**src/rtl/horner_pkg.sv**
```systemverilog
// Shared encodings for the Horner polynomial sequencer: FSM states and
// the accumulator-mux / add-sub control values driven into the datapath.
package horner_pkg;

    typedef enum logic [2:0] {
        IDLE   = 3'd0,
        LOAD_X = 3'd1,
        MUL    = 3'd2,
        ACCUM  = 3'd3,
        DONE   = 3'd4
    } state_t;

    localparam logic [1:0] ACC_SEL_COEF = 2'd0;
    localparam logic [1:0] ACC_SEL_SUM  = 2'd1;

    localparam logic OP_ADD = 1'b0;
    localparam logic OP_SUB = 1'b1;

endpackage

```
**src/rtl/horner_wait_counter.sv**
```systemverilog
// Counts the cycles of a fixed-latency operation; 'last' is high during the
// final cycle of each MUL_LAT-cycle window while enabled.
module horner_wait_counter #(
    parameter int MUL_LAT = 2
) (
    input  logic clk,
    input  logic reset,
    input  logic clear,
    input  logic en,
    output logic last
);

    localparam int CNT_W = (MUL_LAT > 1) ? $clog2(MUL_LAT) : 1;
    localparam logic [CNT_W-1:0] LAST_CNT = CNT_W'(MUL_LAT - 1);

    logic [CNT_W-1:0] cnt;

    // Wraps on the last cycle so back-to-back windows need no explicit clear.
    always_ff @(posedge clk or posedge reset) begin
        if (reset) begin
            cnt <= '0;
        end else if (clear) begin
            cnt <= '0;
        end else if (en) begin
            cnt <= last ? '0 : cnt + CNT_W'(1);
        end
    end

    assign last = (cnt == LAST_CNT);

endmodule

```
**src/rtl/horner_sequencer.sv**
```systemverilog
// Control sequencer that walks a shared multiply/add-sub datapath through
// Horner's rule: reg1 <= c[d], then reg1 <= reg1*x +/- c[i] for i = d-1..0.
module horner_sequencer
    import horner_pkg::*;
#(
    parameter int MAX_DEG = 7,
    parameter int ADDR_W  = 3,
    parameter int MUL_LAT = 2
) (
    input  logic              clk,
    input  logic              reset,
    input  logic              start,
    input  logic              abort,
    input  logic [ADDR_W-1:0] degree,
    input  logic [MAX_DEG:0]  coef_neg,
    output logic              load_x,
    output logic              load_acc,
    output logic              load_prod,
    output logic [1:0]        acc_sel,
    output logic              op,
    output logic [ADDR_W-1:0] rom_addr,
    output logic              busy,
    output logic              done
);

    localparam logic [ADDR_W-1:0] MAX_ADDR = ADDR_W'(MAX_DEG);

    state_t            state;
    logic [ADDR_W-1:0] idx;
    logic [ADDR_W-1:0] d_lat;
    logic [MAX_DEG:0]  neg_lat;
    logic [ADDR_W-1:0] degree_clamped;
    logic              wait_clear;
    logic              wait_en;
    logic              wait_last;

    assign degree_clamped = (degree > MAX_ADDR) ? MAX_ADDR : degree;

    // The counter is restarted on every entry into MUL.
    assign wait_en    = (state == MUL);
    assign wait_clear = (state == LOAD_X) || ((state == ACCUM) && (idx != '0));

    horner_wait_counter #(
        .MUL_LAT (MUL_LAT)
    ) u_wait (
        .clk   (clk),
        .reset (reset),
        .clear (wait_clear),
        .en    (wait_en),
        .last  (wait_last)
    );

    always_ff @(posedge clk or posedge reset) begin
        if (reset) begin
            state   <= IDLE;
            idx     <= '0;
            d_lat   <= '0;
            neg_lat <= '0;
        end else if (abort && (state != IDLE)) begin
            state <= IDLE;
        end else begin
            case (state)
                IDLE: begin
                    if (start && !abort) begin
                        d_lat   <= degree_clamped;
                        neg_lat <= coef_neg;
                        state   <= LOAD_X;
                    end
                end
                LOAD_X: begin
                    if (d_lat == '0) begin
                        state <= DONE;
                    end else begin
                        idx   <= d_lat - ADDR_W'(1);
                        state <= MUL;
                    end
                end
                MUL: begin
                    if (wait_last) begin
                        state <= ACCUM;
                    end
                end
                ACCUM: begin
                    // idx==0 terminates before any decrement, so idx never wraps.
                    if (idx == '0) begin
                        state <= DONE;
                    end else begin
                        idx   <= idx - ADDR_W'(1);
                        state <= MUL;
                    end
                end
                DONE: begin
                    state <= IDLE;
                end
                default: begin
                    state <= IDLE;
                end
            endcase
        end
    end

    always_comb begin
        load_x    = 1'b0;
        load_acc  = 1'b0;
        load_prod = 1'b0;
        acc_sel   = ACC_SEL_COEF;
        op        = OP_ADD;
        rom_addr  = '0;
        busy      = (state != IDLE);
        done      = 1'b0;
        case (state)
            LOAD_X: begin
                load_x   = 1'b1;
                load_acc = 1'b1;
                acc_sel  = ACC_SEL_COEF;
                rom_addr = d_lat;
            end
            MUL: begin
                load_prod = wait_last;
            end
            ACCUM: begin
                load_acc = 1'b1;
                acc_sel  = ACC_SEL_SUM;
                rom_addr = idx;
                op       = neg_lat[idx] ? OP_SUB : OP_ADD;
            end
            DONE: begin
                done = 1'b1;
            end
            default: begin
            end
        endcase
    end

endmodule
```
**config.mk**
```make
export PLATFORM = sky130hd
export DESIGN_NAME = horner_sequencer
export DESIGN_NICKNAME = d
export VERILOG_FILES = /design/src/rtl/horner_pkg.sv /design/src/rtl/horner_wait_counter.sv /design/src/rtl/horner_sequencer.sv
export SDC_FILE = /design/constraint.sdc
export NUM_CORES = 1
export LEC_CHECK = 0
export BUFFER_PORTS_ARGS = -buffer_cell sky130_fd_sc_hd__buf_2
export CORE_MARGIN = 2
export CORE_UTILIZATION = 35
export CTS_BUF_LIST = sky130_fd_sc_hd__clkbuf_4
export CTS_CLUSTER_SIZE = 14
export DETAILED_ROUTE_END_ITERATION = 8
export PLACE_DENSITY = 0.68
export SLEW_MARGIN = 20
export SYNTH_ARGS = -nofsm -noshare
export SYNTH_HDL_FRONTEND = slang
export SYNTH_HIERARCHICAL = 1
export SYNTH_SLANG_ARGS = --single-unit
```
**constraint.sdc**
```tcl
create_clock -name clk -period 1.85 [get_ports clk]
set_input_delay 0.37 -clock clk [delete_from_list [all_inputs] [get_ports clk]]
set_output_delay 0.37 -clock clk [all_outputs]
set_load 0.01 [all_outputs]
```
# Word-level counts from Yosys, hierarchy flattened
# Index checks and enable logic that the tools add are counted.
word_totals:
  ff_bits: 18
  input_bits: 15
  out_inout_bits: 11
  elab_cells: 58
classes:
  n_addsub: 3
  order_cmp: 2
  n_eq_ne: 8
  muxes: 23
  n_bitwise: 1
  n_reduce_logical: 16
ops:
  columns: ["operator", "count"]
  rows:
  - ["$mux 3", 8]
  - ["$pmux 3 s2", 2]
  - ["$pmux 3 s4", 1]
  - ["$mux 1", 11]
  - ["$logic_not 3->1", 3]
  - ["$eq 3x2->1 const B", 2]
  - ["$ne 3x3->1 const B", 2]
  - ["$reduce_bool 3->1", 2]
  - ["$sub 3x1->3 const B", 2]
  - ["$lt 3x4->1 const B", 1]
  - ["$ne 2x2->1 const B", 2]
  - ["$reduce_and 4->1", 1]
  - ["$reduce_bool 2->1", 2]
  - ["$bmux 1 s3", 1]
  - ["$eq 3x1->1 const B", 1]
  - ["$eq 3x3->1 const B", 1]
  - ["$gt 3x3->1 const B", 1]
  - ["$logic_and 1x1->1", 3]
  - ["$reduce_and 3->1", 1]
  - ["$reduce_and 2->1", 1]
  - ["$reduce_or 2->1", 1]
  - ["$add 1x1->1 const B", 1]
  - ["$logic_not 1->1", 1]
  - ["$logic_or 1x1->1", 1]
  - ["$not 1->1", 1]

# Longest topological paths before layout
depth:
  ltp_word: 5
  mapped_depth: 6
  ltp_nobuf: 5

# By module
# The synthesis kept the hierarchy.
by_module_without_submodules:
  columns: ["module", "instances", "cells_per_inst", "area_each_um2", "seq_area_each_um2"]
  rows:
  - ["horner_sequencer", 1, 88, 983.4, 425.4]
  - ["horner_wait_counter", 1, 4, 41.3, 25.0]

# Least setup slack after synthesis
# No wires, ideal clock.
synth_path:
  path_type: "reg2out"
  from: "reg idx[0]"
  to: "out op"
  arrival_time_ns: 1.149
  required_time_ns: 1.480
  setup_slack_ns: 0.331
  path_stages_with_launch: 5
  n_path_buf: 1
  path_cell_list: "dfrtp_1 clkbuf_8 mux4_2 mux2i_1 nor2_1"
synth_between:
  elab_chain_len: 4
synth_lines:
  columns: ["element", "line_no", "rtl"]
  rows:
  - ["start, declared", "horner_sequencer.sv:29", "logic [ADDR_W-1:0] idx;"]
  - ["start signal, assigned", "horner_sequencer.sv:74", "idx <= d_lat - ADDR_W'(1);"]
  - ["start signal, assigned", "horner_sequencer.sv:88", "idx <= idx - ADDR_W'(1);"]
  - ["$bmux 1 s3", "horner_sequencer.sv:125", "op = neg_lat[idx] ? OP_SUB : OP_ADD;"]
  - ["$mux 1 (implied by the code)", "horner_sequencer.sv:125", null]
  - ["$mux 1", "horner_sequencer.sv:125", null]
  - ["$mux 1", "horner_sequencer.sv:111", "case (state)"]
  - ["end, declared", "horner_sequencer.sv:20", "output logic op,"]
# Every way passes these cells. The select of a mux whose other input is x is not followed.

# Final worst setup path
# Same ends and word-level chain as after synthesis.

==> flow_metrics.tcl <==
set metrics [dict create \
    synth_seq_cells 18 \
    die_h_um 58.1 \
    drc_errors 0 \
    wl_met3_um 140 \
    cts_tree "done" \
    cts-root-buf "clkbuf_4" \
    yosysUniqueCellTypes 31 \
    dr.pass1.iters 4 \
    vias 756 \
    grt.overflow.total 0 \
    gp_congestion 0.778 \
    synth_area_per_cell_um2 11.1 \
    synth-edff-count 0 \
    port_buffers 24 \
    reg2reg_depth 4 \
    insertion_delay_ns 0.30 \
    synthToLayoutAreaGrowth_pct 17.0 \
    min_period_ns 1.94 \
    required_ns 1.48 \
    first_global_vias 749 \
    hold_viol_final 0 \
    wl_met1_um 853 \
    fmax_mhz 515 \
    cellLeakagePower_nw 0.592 \
    dp_cells 143 \
    crit_fanout 3 \
    antenna_found_initial 0 \
    synth_flop_cell "dfrtp_1" \
    rsz0062_at_grt "yes" \
    fill_cells 276 \
    clock_sinks 18 \
    cts.clk_slew.worst_paths_ns 0.11 \
    top_layer_used "met4" \
    hp-class "in -> reg" \
    io_pins 26 \
    place_hpwl_mm 1.49 \
    tns_ns -0.0913 \
    start_util_pct 37.2 \
    setup_viol 1 \
    synth-seq-area-share_pct 44.0 \
    cp.arrival_ns 1.57 \
    setup.worst_path.start_class "register" \
    relSlewSlack_pct 57.9 \
    wl_met2_um 884 \
    cts_max_path_buffers 2 \
    timing_worst_slew_pin_value_ns 0.631 \
    async_flop_share_pct 100 \
    critical_path_class "reg -> out" \
    syn_inst 92 \
    antenna_left 0 \
    power_density_mw_per_mm2 1290 \
    fin_worst_skew_ns 0.00537 \
    numCtsBuffers 3 \
    finalCritPeriodShare_pct 105 \
    ys_warn_count 6 \
    slew_violations 0 \
    status "finished, violations left" \
    nNetsFinal 136 \
    core-area_mm2 0.00276 \
    peakVddDrop_mv 0.851 \
    n_antenna_cell 0 \
    fp-row-count 19 \
    grt_start_max_net_pins 18 \
    synth_nets 108 \
    die_area_mm2 0.00338 \
    setup_slack_ns -0.0913 \
    wire_per_inst_um 12.9 \
    netlist_area_mm2 0.00102 \
    layout-drive-gt1-share_pct 44.5 \
    grtUsageTotal_pct 13.0 \
    fin_cells 150 \
    grt_first_pass_wirelength_mm 3.28 \
    via_per_inst 5.04 \
    rrSetupSlack_ns 0.25 \
    die_x_um 58.1 \
    initialDrtViolationCount 17 \
    hold_depth 2 \
    violations "negative setup slack" \
    cts_max_level 1 \
    crit_path_end_kind "output pin" \
    routed_wl_mm 1.93 \
    maxCapViolCount 0 \
]
where the power goes:
part / internal (mW) / total [mW] / switching (mW)
clock: 0.0787 / 0.205 / 0.126
combinational: 0.366 / 0.619 / 0.252
sequential: 0.548 / 0.725 / 0.177
total: 0.993 / 1.55 / 0.556
final cells by class:
class / count / area (um^2) / share of cell area [%]
well taps: 31 / 38.8 / 3.24
clock inverters: 1 / 3.75 / 0.313
inverters: 4 / 15.0 / 1.25
flip-flops and latches: 18 / 453 / 37.8
clock buffers: 3 / 22.5 / 1.88
repair buffers: 29 / 160 / 13.4
multi-input cells: 64 / 505 / 42.2
metrics by stage:
stage / cell area, um^2 / worst slack (ns) / utilization, % / power [mW] / hold WS (ns)
after floorplan: 1020 / 0.331 / - / 1.20 / 0.0987
after global placement: 1140 / 0.265 / 41.5 / 1.31 / 0.212
after detailed placement: 1140 / 0.238 / 41.5 / 1.34 / 0.214
after CTS: 1180 / -0.107 / 42.9 / 1.55 / 0.287
after global routing: 1200 / -0.237 / 43.5 / 1.68 / 0.292
final: 1200 / -0.0913 / 43.5 / 1.55 / 0.291
placed cells by master (no fill, tap or decap):
cell type      synthesis  routed
buf_2                  2      24
dfrtp_1               18      16
nor2_1                14      14
mux2_2                12      12
mux2i_1                7       7
inv_1                  4       4
buf_4                  1       4
nand2_1                3       3
o21ai_1                3       3
clkbuf_4               0       3
o21ai_0                2       2
nor3_1                 2       2
a21oi_1                2       2
and2_1                 2       2
mux4_2                 2       2
dfrtp_2                0       2
nand2b_4               1       1
or3_1                  1       1
nand2b_1               1       1
nand3b_2               1       1
nor4b_2                1       1
nor4_1                 1       1
or4_4                  1       1
a21o_2                 1       1
o41ai_1                1       1
nand3_1                1       1
xor2_1                 1       1
or3_2                  1       1
ha_1                   1       1
conb_1                 1       1
clkinv_1               0       1
dlygate4sd3_1          0       1
xnor2_1                1       1
worst max-delay path, cell delays in order, from the launching register on:
cell,delay [ns]
dfrtp_1,0.42
mux4_2,0.51
mux2i_1,0.14
nor2_1,0.06
buf_2,0.14
registers in the layout, summed over array words and instances (netlist names):
| name | flops |
|---|---|
| state | 3 |
| neg_lat | 8 |
| idx | 3 |
| d_lat | 3 |
| u_wait/last | 1 |
Yosys cell counts, types with 2 or more instances:
| cell type | number | area, um^2 |
|---|---|---|
| a21oi_1 | 2 | 10.0 |
| and2_1 | 2 | 12.5 |
| buf_2 | 2 | 10.0 |
| buf_6 | 2 | 22.5 |
| dfrtp_1 | 18 | 450 |
| inv_1 | 4 | 15.0 |
| mux2_2 | 12 | 135 |
| mux2i_1 | 7 | 70.1 |
| mux4_2 | 2 | 45.0 |
| nand2_1 | 3 | 11.3 |
| nor2_1 | 14 | 52.6 |
| nor3_1 | 2 | 10.0 |
| o21ai_0 | 2 | 10.0 |
| o21ai_1 | 3 | 15.0 |
worst paths after layout:
path / end / from
max: op / idx[0]
min: neg_lat[1] / coef_neg[1]
max reg2reg: idx[0] / state[1]
min reg2reg: neg_lat[5] / neg_lat[5]
max in group asynchronous: state[1] / reset
min in group asynchronous: u_wait/last / reset
metal layers:
metal / global-route usage [%] / vias to the layer above
met2: 21.6 / 29
met1: 15.9 / 353
met4: 6.98 / 0
met5: 0 / -
met3: 2.23 / 5
li1: - / 369
logic make-up (layout without fill, tap and decap cells):
logic type / Yosys count / in the layout / synth area share [%]
other: 1 / 1 / 0.366
muxes: 21 / 21 / 24.4
DFF: 18 / 18 / 44.0
AOI/OAI and AO/OA: 9 / 9 / 5.13
adders and majority gates: 1 / 1 / 1.22
and+or+nand+nor: 30 / 30 / 16.5
buffers and inverters: 10 / 37 / 6.71
xor gates and xnor gates: 2 / 2 / 1.71
what timing repair did:
action | 4_1_cts | 5_1_grt
setup buffers | 0 | 2
hold buffers | 1 | 0
endpoints found under the setup margin | 3 | 3
resized for setup | 1 | 1
endpoints found under the hold margin | 1 | 0
Power figures use the tool's default switching activity.
